==> config.mk <==
export PLATFORM = sky130hd
export DESIGN_NAME = bram_axil_master_flat
export DESIGN_NICKNAME = d
export VERILOG_FILES = /design/src/rtl/bram_axil_master_if.sv /design/src/rtl/bram_axil_master.sv /design/src/flat_wrapper.sv
export SDC_FILE = /design/constraint.sdc
export NUM_CORES = 1
export LEC_CHECK = 0
export CORE_UTILIZATION = 37
export CTS_CLUSTER_DIAMETER = 150
export CTS_CLUSTER_SIZE = 25
export DETAILED_ROUTE_END_ITERATION = 10
export GPL_TIMING_DRIVEN = 1
export PLACE_DENSITY = 0.85
export SETUP_SLACK_MARGIN = 0.02
export SYNTH_ARGS = -nofsm -noshare
export SYNTH_HDL_FRONTEND = slang
export SYNTH_SLANG_ARGS = --single-unit
export TNS_END_PERCENT = 100
==> constraint.sdc <==
create_clock -name clk -period 2.2 [get_ports clk]
set_clock_uncertainty 0.15 [all_clocks]
set_input_delay 0.55 -clock clk [delete_from_list [all_inputs] [get_ports clk]]
set_output_delay 0.55 -clock clk [all_outputs]
set_load 0.01 [all_outputs]
==> src/rtl/bram_axil_master_if.sv <==
`default_nettype none
// ============================================================================
// bram_axil_master_if: AR/R/AW/W/B channel bundle between the BRAM initiator
// and the BRAM read/write responders.            Rev 1.0
// ============================================================================
interface bram_axil_master_if #(
    parameter int ADDR_WIDTH = 15
);
    logic                  arvalid;
    logic [ADDR_WIDTH-1:0] araddr;
    logic                  arready;
    logic                  rvalid;
    logic [31:0]           rdata;
    logic                  rready;
    logic                  awvalid;
    logic [ADDR_WIDTH-1:0] awaddr;
    logic                  awready;
    logic                  wvalid;
    logic [31:0]           wdata;
    logic [3:0]            wstrb;
    logic                  wready;
    logic                  bvalid;
    logic                  bready;

    modport master (
        output arvalid, araddr, rready, awvalid, awaddr, wvalid, wdata, wstrb, bready,
        input  arready, rvalid, rdata, awready, wready, bvalid
    );

    modport slave (
        input  arvalid, araddr, rready, awvalid, awaddr, wvalid, wdata, wstrb, bready,
        output arready, rvalid, rdata, awready, wready, bvalid
    );
endinterface
`default_nettype wire

==> src/rtl/bram_axil_master.sv <==
`default_nettype none
// ============================================================================
// bram_axil_master: turns single load/store requests into one outstanding BRAM
// bus transaction, with misalignment check and bus-wait timeout.   Rev 1.0
// ============================================================================
module bram_axil_master #(
    parameter int ADDR_WIDTH     = 15,
    parameter int TIMEOUT_CYCLES = 256
) (
    input  wire logic                  clk,
    input  wire logic                  rst,
    input  wire logic                  req_valid,
    output logic                       req_ready,
    input  wire logic                  req_we,
    input  wire logic [ADDR_WIDTH+1:0] req_addr,
    input  wire logic [31:0]           req_wdata,
    input  wire logic [3:0]            req_wstrb,
    output logic                       resp_valid,
    output logic [31:0]                resp_rdata,
    output logic                       resp_err,
    bram_axil_master_if.master         bus
);
    localparam int CW = (TIMEOUT_CYCLES > 1) ? $clog2(TIMEOUT_CYCLES) : 1;
    localparam logic [CW-1:0] TO_LAST = CW'((TIMEOUT_CYCLES > 0) ? TIMEOUT_CYCLES - 1 : 0);

    typedef enum logic [2:0] {
        IDLE    = 3'd0,
        RD_ADDR = 3'd1,
        RD_DATA = 3'd2,
        WR_REQ  = 3'd3,
        WR_RESP = 3'd4,
        RESP    = 3'd5
    } state_t;

    state_t        state;
    logic [CW-1:0] cnt;
    logic          aw_done, w_done, b_seen, resp_pend;
    logic          ar_hs, aw_ok, w_ok, b_ok, timeout_hit;
    logic          fin, fin_err;
    logic [31:0]   fin_data;

    // Completion (normal or timeout) of the current bus-wait state.
    always_comb begin
        ar_hs       = bus.arvalid && bus.arready;
        aw_ok       = aw_done || (bus.awvalid && bus.awready);
        w_ok        = w_done || (bus.wvalid && bus.wready);
        b_ok        = b_seen || bus.bvalid;
        timeout_hit = (TIMEOUT_CYCLES != 0) && (cnt == TO_LAST);
        fin         = 1'b0;
        fin_err     = 1'b0;
        fin_data    = '0;
        case (state)
            RD_ADDR: begin
                if (ar_hs && bus.rvalid) begin
                    fin      = 1'b1;
                    fin_data = bus.rdata;
                end else if (!ar_hs && timeout_hit) begin
                    fin     = 1'b1;
                    fin_err = 1'b1;
                end
            end
            RD_DATA: begin
                if (bus.rvalid) begin
                    fin      = 1'b1;
                    fin_data = bus.rdata;
                end else if (timeout_hit) begin
                    fin     = 1'b1;
                    fin_err = 1'b1;
                end
            end
            WR_REQ: begin
                if (aw_ok && w_ok) begin
                    fin = b_ok;
                end else if (timeout_hit) begin
                    fin     = 1'b1;
                    fin_err = 1'b1;
                end
            end
            WR_RESP: begin
                if (bus.bvalid) begin
                    fin = 1'b1;
                end else if (timeout_hit) begin
                    fin     = 1'b1;
                    fin_err = 1'b1;
                end
            end
            default: ;
        endcase
    end

    always_ff @(posedge clk) begin
        if (rst) begin
            state       <= IDLE;
            req_ready   <= 1'b1;
            resp_valid  <= 1'b0;
            resp_rdata  <= '0;
            resp_err    <= 1'b0;
            resp_pend   <= 1'b0;
            cnt         <= '0;
            aw_done     <= 1'b0;
            w_done      <= 1'b0;
            b_seen      <= 1'b0;
            bus.arvalid <= 1'b0;
            bus.araddr  <= '0;
            bus.rready  <= 1'b0;
            bus.awvalid <= 1'b0;
            bus.awaddr  <= '0;
            bus.wvalid  <= 1'b0;
            bus.wdata   <= '0;
            bus.wstrb   <= '0;
            bus.bready  <= 1'b0;
        end else begin
            if (state != IDLE && state != RESP && cnt != '1)
                cnt <= cnt + CW'(1);
            if (fin) begin
                state       <= RESP;
                resp_valid  <= 1'b1;
                resp_err    <= fin_err;
                resp_rdata  <= fin_data;
                bus.arvalid <= 1'b0;
                bus.rready  <= 1'b0;
                bus.awvalid <= 1'b0;
                bus.wvalid  <= 1'b0;
                bus.bready  <= 1'b0;
            end else begin
                case (state)
                    IDLE: begin
                        if (req_valid && req_ready) begin
                            req_ready  <= 1'b0;
                            cnt        <= '0;
                            bus.araddr <= req_addr[ADDR_WIDTH+1:2];
                            bus.awaddr <= req_addr[ADDR_WIDTH+1:2];
                            bus.wdata  <= req_wdata;
                            bus.wstrb  <= req_wstrb;
                            if (req_addr[1:0] != 2'b00) begin
                                // Misaligned: no bus traffic, response one cycle later.
                                state      <= RESP;
                                resp_pend  <= 1'b1;
                                resp_err   <= 1'b1;
                                resp_rdata <= '0;
                            end else if (req_we) begin
                                state       <= WR_REQ;
                                bus.awvalid <= 1'b1;
                                bus.wvalid  <= 1'b1;
                                bus.bready  <= 1'b1;
                                aw_done     <= 1'b0;
                                w_done      <= 1'b0;
                                b_seen      <= 1'b0;
                            end else begin
                                state       <= RD_ADDR;
                                bus.arvalid <= 1'b1;
                                bus.rready  <= 1'b1;
                            end
                        end
                    end
                    RD_ADDR: begin
                        if (ar_hs) begin
                            bus.arvalid <= 1'b0;
                            state       <= RD_DATA;
                            cnt         <= '0;
                        end
                    end
                    WR_REQ: begin
                        if (bus.awvalid && bus.awready) begin
                            bus.awvalid <= 1'b0;
                            aw_done     <= 1'b1;
                        end
                        if (bus.wvalid && bus.wready) begin
                            bus.wvalid <= 1'b0;
                            w_done     <= 1'b1;
                        end
                        if (bus.bvalid)
                            b_seen <= 1'b1;
                        if (aw_ok && w_ok) begin
                            state <= WR_RESP;
                            cnt   <= '0;
                        end
                    end
                    RESP: begin
                        if (resp_pend) begin
                            resp_pend  <= 1'b0;
                            resp_valid <= 1'b1;
                        end else begin
                            resp_valid <= 1'b0;
                            req_ready  <= 1'b1;
                            state      <= IDLE;
                        end
                    end
                    RD_DATA, WR_RESP: ;
                    default: begin
                        state     <= IDLE;
                        req_ready <= 1'b1;
                    end
                endcase
            end
        end
    end
endmodule
`default_nettype wire

==> src/flat_wrapper.sv <==
// flat-port wrapper written by rule: the top's interface ports become plain ports
module bram_axil_master_flat 
#(
    parameter int ADDR_WIDTH     = 15,
    parameter int TIMEOUT_CYCLES = 256
)
  (clk, rst, req_valid, req_ready, req_we, req_addr, req_wdata, req_wstrb, resp_valid, resp_rdata, resp_err, bus_arvalid, bus_araddr, bus_rready, bus_awvalid, bus_awaddr, bus_wvalid, bus_wdata, bus_wstrb, bus_bready, bus_arready, bus_rvalid, bus_rdata, bus_awready, bus_wready, bus_bvalid);
  bram_axil_master_if #(.ADDR_WIDTH(ADDR_WIDTH)) bus_i ();
  input  wire logic clk;
  input  wire logic rst;
  input  wire logic req_valid;
  output logic req_ready;
  input  wire logic req_we;
  input  wire logic [ADDR_WIDTH+1:0] req_addr;
  input  wire logic [31:0] req_wdata;
  input  wire logic [3:0] req_wstrb;
  output logic resp_valid;
  output logic [31:0] resp_rdata;
  output logic resp_err;
  output wire logic [$bits(bus_i.arvalid)-1:0] bus_arvalid;
  output wire logic [$bits(bus_i.araddr)-1:0] bus_araddr;
  output wire logic [$bits(bus_i.rready)-1:0] bus_rready;
  output wire logic [$bits(bus_i.awvalid)-1:0] bus_awvalid;
  output wire logic [$bits(bus_i.awaddr)-1:0] bus_awaddr;
  output wire logic [$bits(bus_i.wvalid)-1:0] bus_wvalid;
  output wire logic [$bits(bus_i.wdata)-1:0] bus_wdata;
  output wire logic [$bits(bus_i.wstrb)-1:0] bus_wstrb;
  output wire logic [$bits(bus_i.bready)-1:0] bus_bready;
  input wire logic [$bits(bus_i.arready)-1:0] bus_arready;
  input wire logic [$bits(bus_i.rvalid)-1:0] bus_rvalid;
  input wire logic [$bits(bus_i.rdata)-1:0] bus_rdata;
  input wire logic [$bits(bus_i.awready)-1:0] bus_awready;
  input wire logic [$bits(bus_i.wready)-1:0] bus_wready;
  input wire logic [$bits(bus_i.bvalid)-1:0] bus_bvalid;
  assign bus_arvalid = bus_i.arvalid;
  assign bus_araddr = bus_i.araddr;
  assign bus_rready = bus_i.rready;
  assign bus_awvalid = bus_i.awvalid;
  assign bus_awaddr = bus_i.awaddr;
  assign bus_wvalid = bus_i.wvalid;
  assign bus_wdata = bus_i.wdata;
  assign bus_wstrb = bus_i.wstrb;
  assign bus_bready = bus_i.bready;
  assign bus_i.arready = bus_arready;
  assign bus_i.rvalid = bus_rvalid;
  assign bus_i.rdata = bus_rdata;
  assign bus_i.awready = bus_awready;
  assign bus_i.wready = bus_wready;
  assign bus_i.bvalid = bus_bvalid;
  bram_axil_master #(.ADDR_WIDTH(ADDR_WIDTH), .TIMEOUT_CYCLES(TIMEOUT_CYCLES)) u_core (.clk(clk), .rst(rst), .req_valid(req_valid), .req_ready(req_ready), .req_we(req_we), .req_addr(req_addr), .req_wdata(req_wdata), .req_wstrb(req_wstrb), .resp_valid(resp_valid), .resp_rdata(resp_rdata), .resp_err(resp_err), .bus(bus_i));
endmodule
==> results.cfg, run 1 <==
[critical_path]
arrival_ns = 2.37
startpoint_type = input port
path_max_fanout = 8
reg2reg_to = u_core.resp_rdata[21]
critical_path_class = in -> reg
worstRegToRegCells = 8
required_ns = 2.30
reg2reg_setup_slack_ns = -0.03
rr_startpoint = u_core.cnt[1]
cp-end-kind = flop

[synthesis]
ys_warn_count = 0
avgSynthCellArea_um2 = 8.169
synthSimpleGateAreaFrac = 0.2085
muxShareOfSynthArea = 0.009230
yosysTopAreaCell = dfxtp_1
yosysSeqAreaShare = 0.4892
synth_flop_cell = dfxtp_1
synth-edff-count = 0
synth-seq-cells = 106
syn_area_um2 = 4338
synth_compound_area_frac = 0.1855
synth_top_family_by_area = simple AND/OR/NAND/NOR gates
yosysTopAreaCellShare = 0.4892
syn-instance-count = 531
async_reset_ff_frac = 0
synthDistinctLibCells = 44
synth_xor_area_frac = 0.01413
synth_top_cells_by_area = dfxtp_1 (49%), nand2_1 (13%), a21oi_1 (7.2%)
synthAdderAreaFrac = 0.002884
mappedNetlistNets = 626

[layout]
nNetsFinal = 838
drive_gt1_frac = 0.1671
fillers = 867
antennaDiodeCount = 0
syn2layout_area_growth_pct = 74.39

[global_routing]
overflow = 0
grt_pass1_wl_mm = 19.30
grt_pass1_vias = 4181
antenna_found_initial = 0
grt_max_degree = 61
track_usage = 0.2048

[power_and_ir_drop]
peakVddDrop_mv = 0.5035
pwr-share-seq = 0.340
powerDensity_nw_per_um2 = 952.3
pwr-share-comb = 0.430
p_total_mw = 7.204
intPower_mw = 4.632
pwr-share-clk = 0.229
leakage_nw = 2.634
switching_share = 0.3571
netSwitchingPower_mw = 2.572

[sta]
timing.hold.ws_ns = 0.3039
period_needed_ns = 2.262
tightest_slew_ns = 0.6290
maxSlewHeadroom = 0.5807
setup_violations = 26
min_period_over_period = 1.028
final_max_slew_viol_count = 0
layout_setup_ws_ns = -0.06157
rsz0062_at_grt = true
fmax_mhz = 442.2
finalHoldViolCount = 0

[floorplanning]
core_um2 = 11420
die_w_um = 110.3
ios = 200
start_util = 0.3799
rows = 39
die_y_um = 110.3
dieArea_um2 = 12160

[cts]
root_buffer = clkbuf_16
insertion_delay_ns = 0.34
cts.reportedPaths.clkPinSlew_ns = 0.07
cts_tree = built
cts.sinks = 106
cts_htree_levels = 3
cts_buffers = 9
cts_buffer_depth = 2

[worst_hold_path]
min_from = u_core.bus.wdata[25]
min_path_type = reg -> reg
min_path_cells = 2
whs_endpoint = u_core.bus.wdata[25]

[place]
dpl.hpwl_mm = 9.304
routabilityCongestion = 0.9254
port_buffers = 199

[routing]
ant_nets = 0
viasPerCell = 5.126
drc = 2
drt_first_pass_iters = 9
vias = 4567
wl_per_cell_um = 16.31
drt-initial-drc-count = 335
drt-total-wl_mm = 14.53

[outcome]
status = finished with violations
violations = DRC, setup timing

[job]
drv_cap = 0
worst max path at each step:
| stage | start | to | slack, ns | depth (start not counted) |
|---|---|---|---|---|
| 5_1_grt | bus_awready | u_core.resp_rdata[21] | -0.09 | 7 |
| 3_5_place_dp | bus_wready | u_core.resp_rdata[11] | -0.67 | 7 |
| 3_3_place_gp | bus_wready | u_core.resp_rdata[1] | -0.52 | 7 |
| 4_1_cts | u_core.cnt[0] | u_core.resp_rdata[23] | 0.008 | 8 |
| 6_report | bus_awready | u_core.resp_rdata[21] | -0.06 | 7 |
| 2_1_floorplan | bus_wready | u_core.resp_rdata[28] | 0.02 | 7 |
state kept, by name, summed over array words and instances, names as in the netlist, 3 cells and up:
register / flops
u_core.cnt: 8
u_core.resp_rdata: 32
u_core.bus.araddr: 15
u_core.bus.wstrb: 4
u_core.bus.wdata: 32
u_core.state: 3
through the flow:
stage	setup WS (ns)	utilization	instance area (µm²)	std cells	TNS (ns)
2_1_floorplan	0.02272	-	4382	531	0
3_3_place_gp	-0.5171	0.5812	6636	865	-32.31
6_report	-0.06157	0.6625	7565	891	-0.4786
3_5_place_dp	-0.6662	0.5812	6636	865	-40.64
4_1_cts	0.007964	0.6132	7002	883	0
5_1_grt	-0.09140	0.6625	7565	891	-1.570
placed cells by master, fill, tap and decap left out, types with 13 or more instances in the layout:
| cell type | instances |
|---|---|
| clkdlybuf4s50_1 | 193 |
| nand2_1 | 148 |
| dfxtp_1 | 100 |
| a21oi_1 | 57 |
| inv_1 | 36 |
| buf_4 | 34 |
| o31ai_4 | 26 |
| nor3_1 | 14 |
| clkbuf_16 | 14 |
| nor2_1 | 13 |
layout make-up:
cell class	count	area (µm²)	area share
clock buffer	10	239.0	0.03159
clock inverter	6	66.31	0.008766
inverter	36	135.1	0.01786
multi-input combinational	341	2281	0.3015
sequential	106	2130	0.2815
tap	143	178.9	0.02365
timing repair buffer	249	2535	0.3351
cells by family (layout without fill, tap and decap cells):
logic type / Yosys count / in the layout
xor gates and xnor gates: 7 / 7
DFF: 106 / 106
AOI/OAI and AO/OA: 119 / 119
buffers and inverters: 84 / 301
adders and majority gates: 1 / 1
muxes: 4 / 4
and+or+nand+nor: 210 / 210
critical path: stages:
cell and delay [ns]:
clkdlybuf4s15_1 0.23, a21oi_4 0.23, or2_4 0.17, a2111oi_4 0.07
or4b_4 0.68, clkbuf_16 0.24, o31ai_4 0.19
timing repair:
action	CTS	global route
setup endpoints to repair	54	63
gates cloned	2	7
pin swaps	3	5
hold buffers	0	0
resized for setup	12	72
buffers inserted	0	1
power groups by stage:
stage / clock [mW] / combinational, mW / sequential, mW
final: 1.65 / 3.10 / 2.45
after detailed placement: 0 / 2.61 / 2.47
after floorplan: 0 / 1.26 / 2.56
after CTS: 1.68 / 2.70 / 2.43
after global placement: 0 / 2.53 / 2.45
after global routing: 1.76 / 3.33 / 2.49
per-layer routing:
layer / GRT usage / vias up / wire length [µm]
li1: - / 2188 / -
met1: 0.2342 / 2156 / 5667
met2: 0.3651 / 192 / 7592
met3: 0.03998 / 31 / 877
met4: 0.09586 / 0 / 392
met5: 0 / - / 0
cells in the mapped netlist, types with 4 or more instances:
cell      instances
nand2_1         148
dfxtp_1         106
a21oi_1          62
inv_1            36
o31ai_1          30
clkbuf_1         26
buf_4            15
nor3_1           15
nor2_1           14
nand3_1           6
o21ai_0           6
buf_2             5
mux2i_1           4
or3_1             4
xnor2_1           4
No activity file was read; power rests on OpenSTA's default activity.
==> run 2, diff against run 1 <==
Settings changed: CTS_CLUSTER_SIZE 25 to 12.
==> results of run 2 <==
Same layout as run 1: the final DEF is identical, and so are final timing and power.
==> run 3, diff against run 2 <==
Settings changed: GPL_TIMING_DRIVEN 1 to not set.
==> results of run 3 <==
Same layout as run 1: the final DEF is identical, and so are final timing and power.
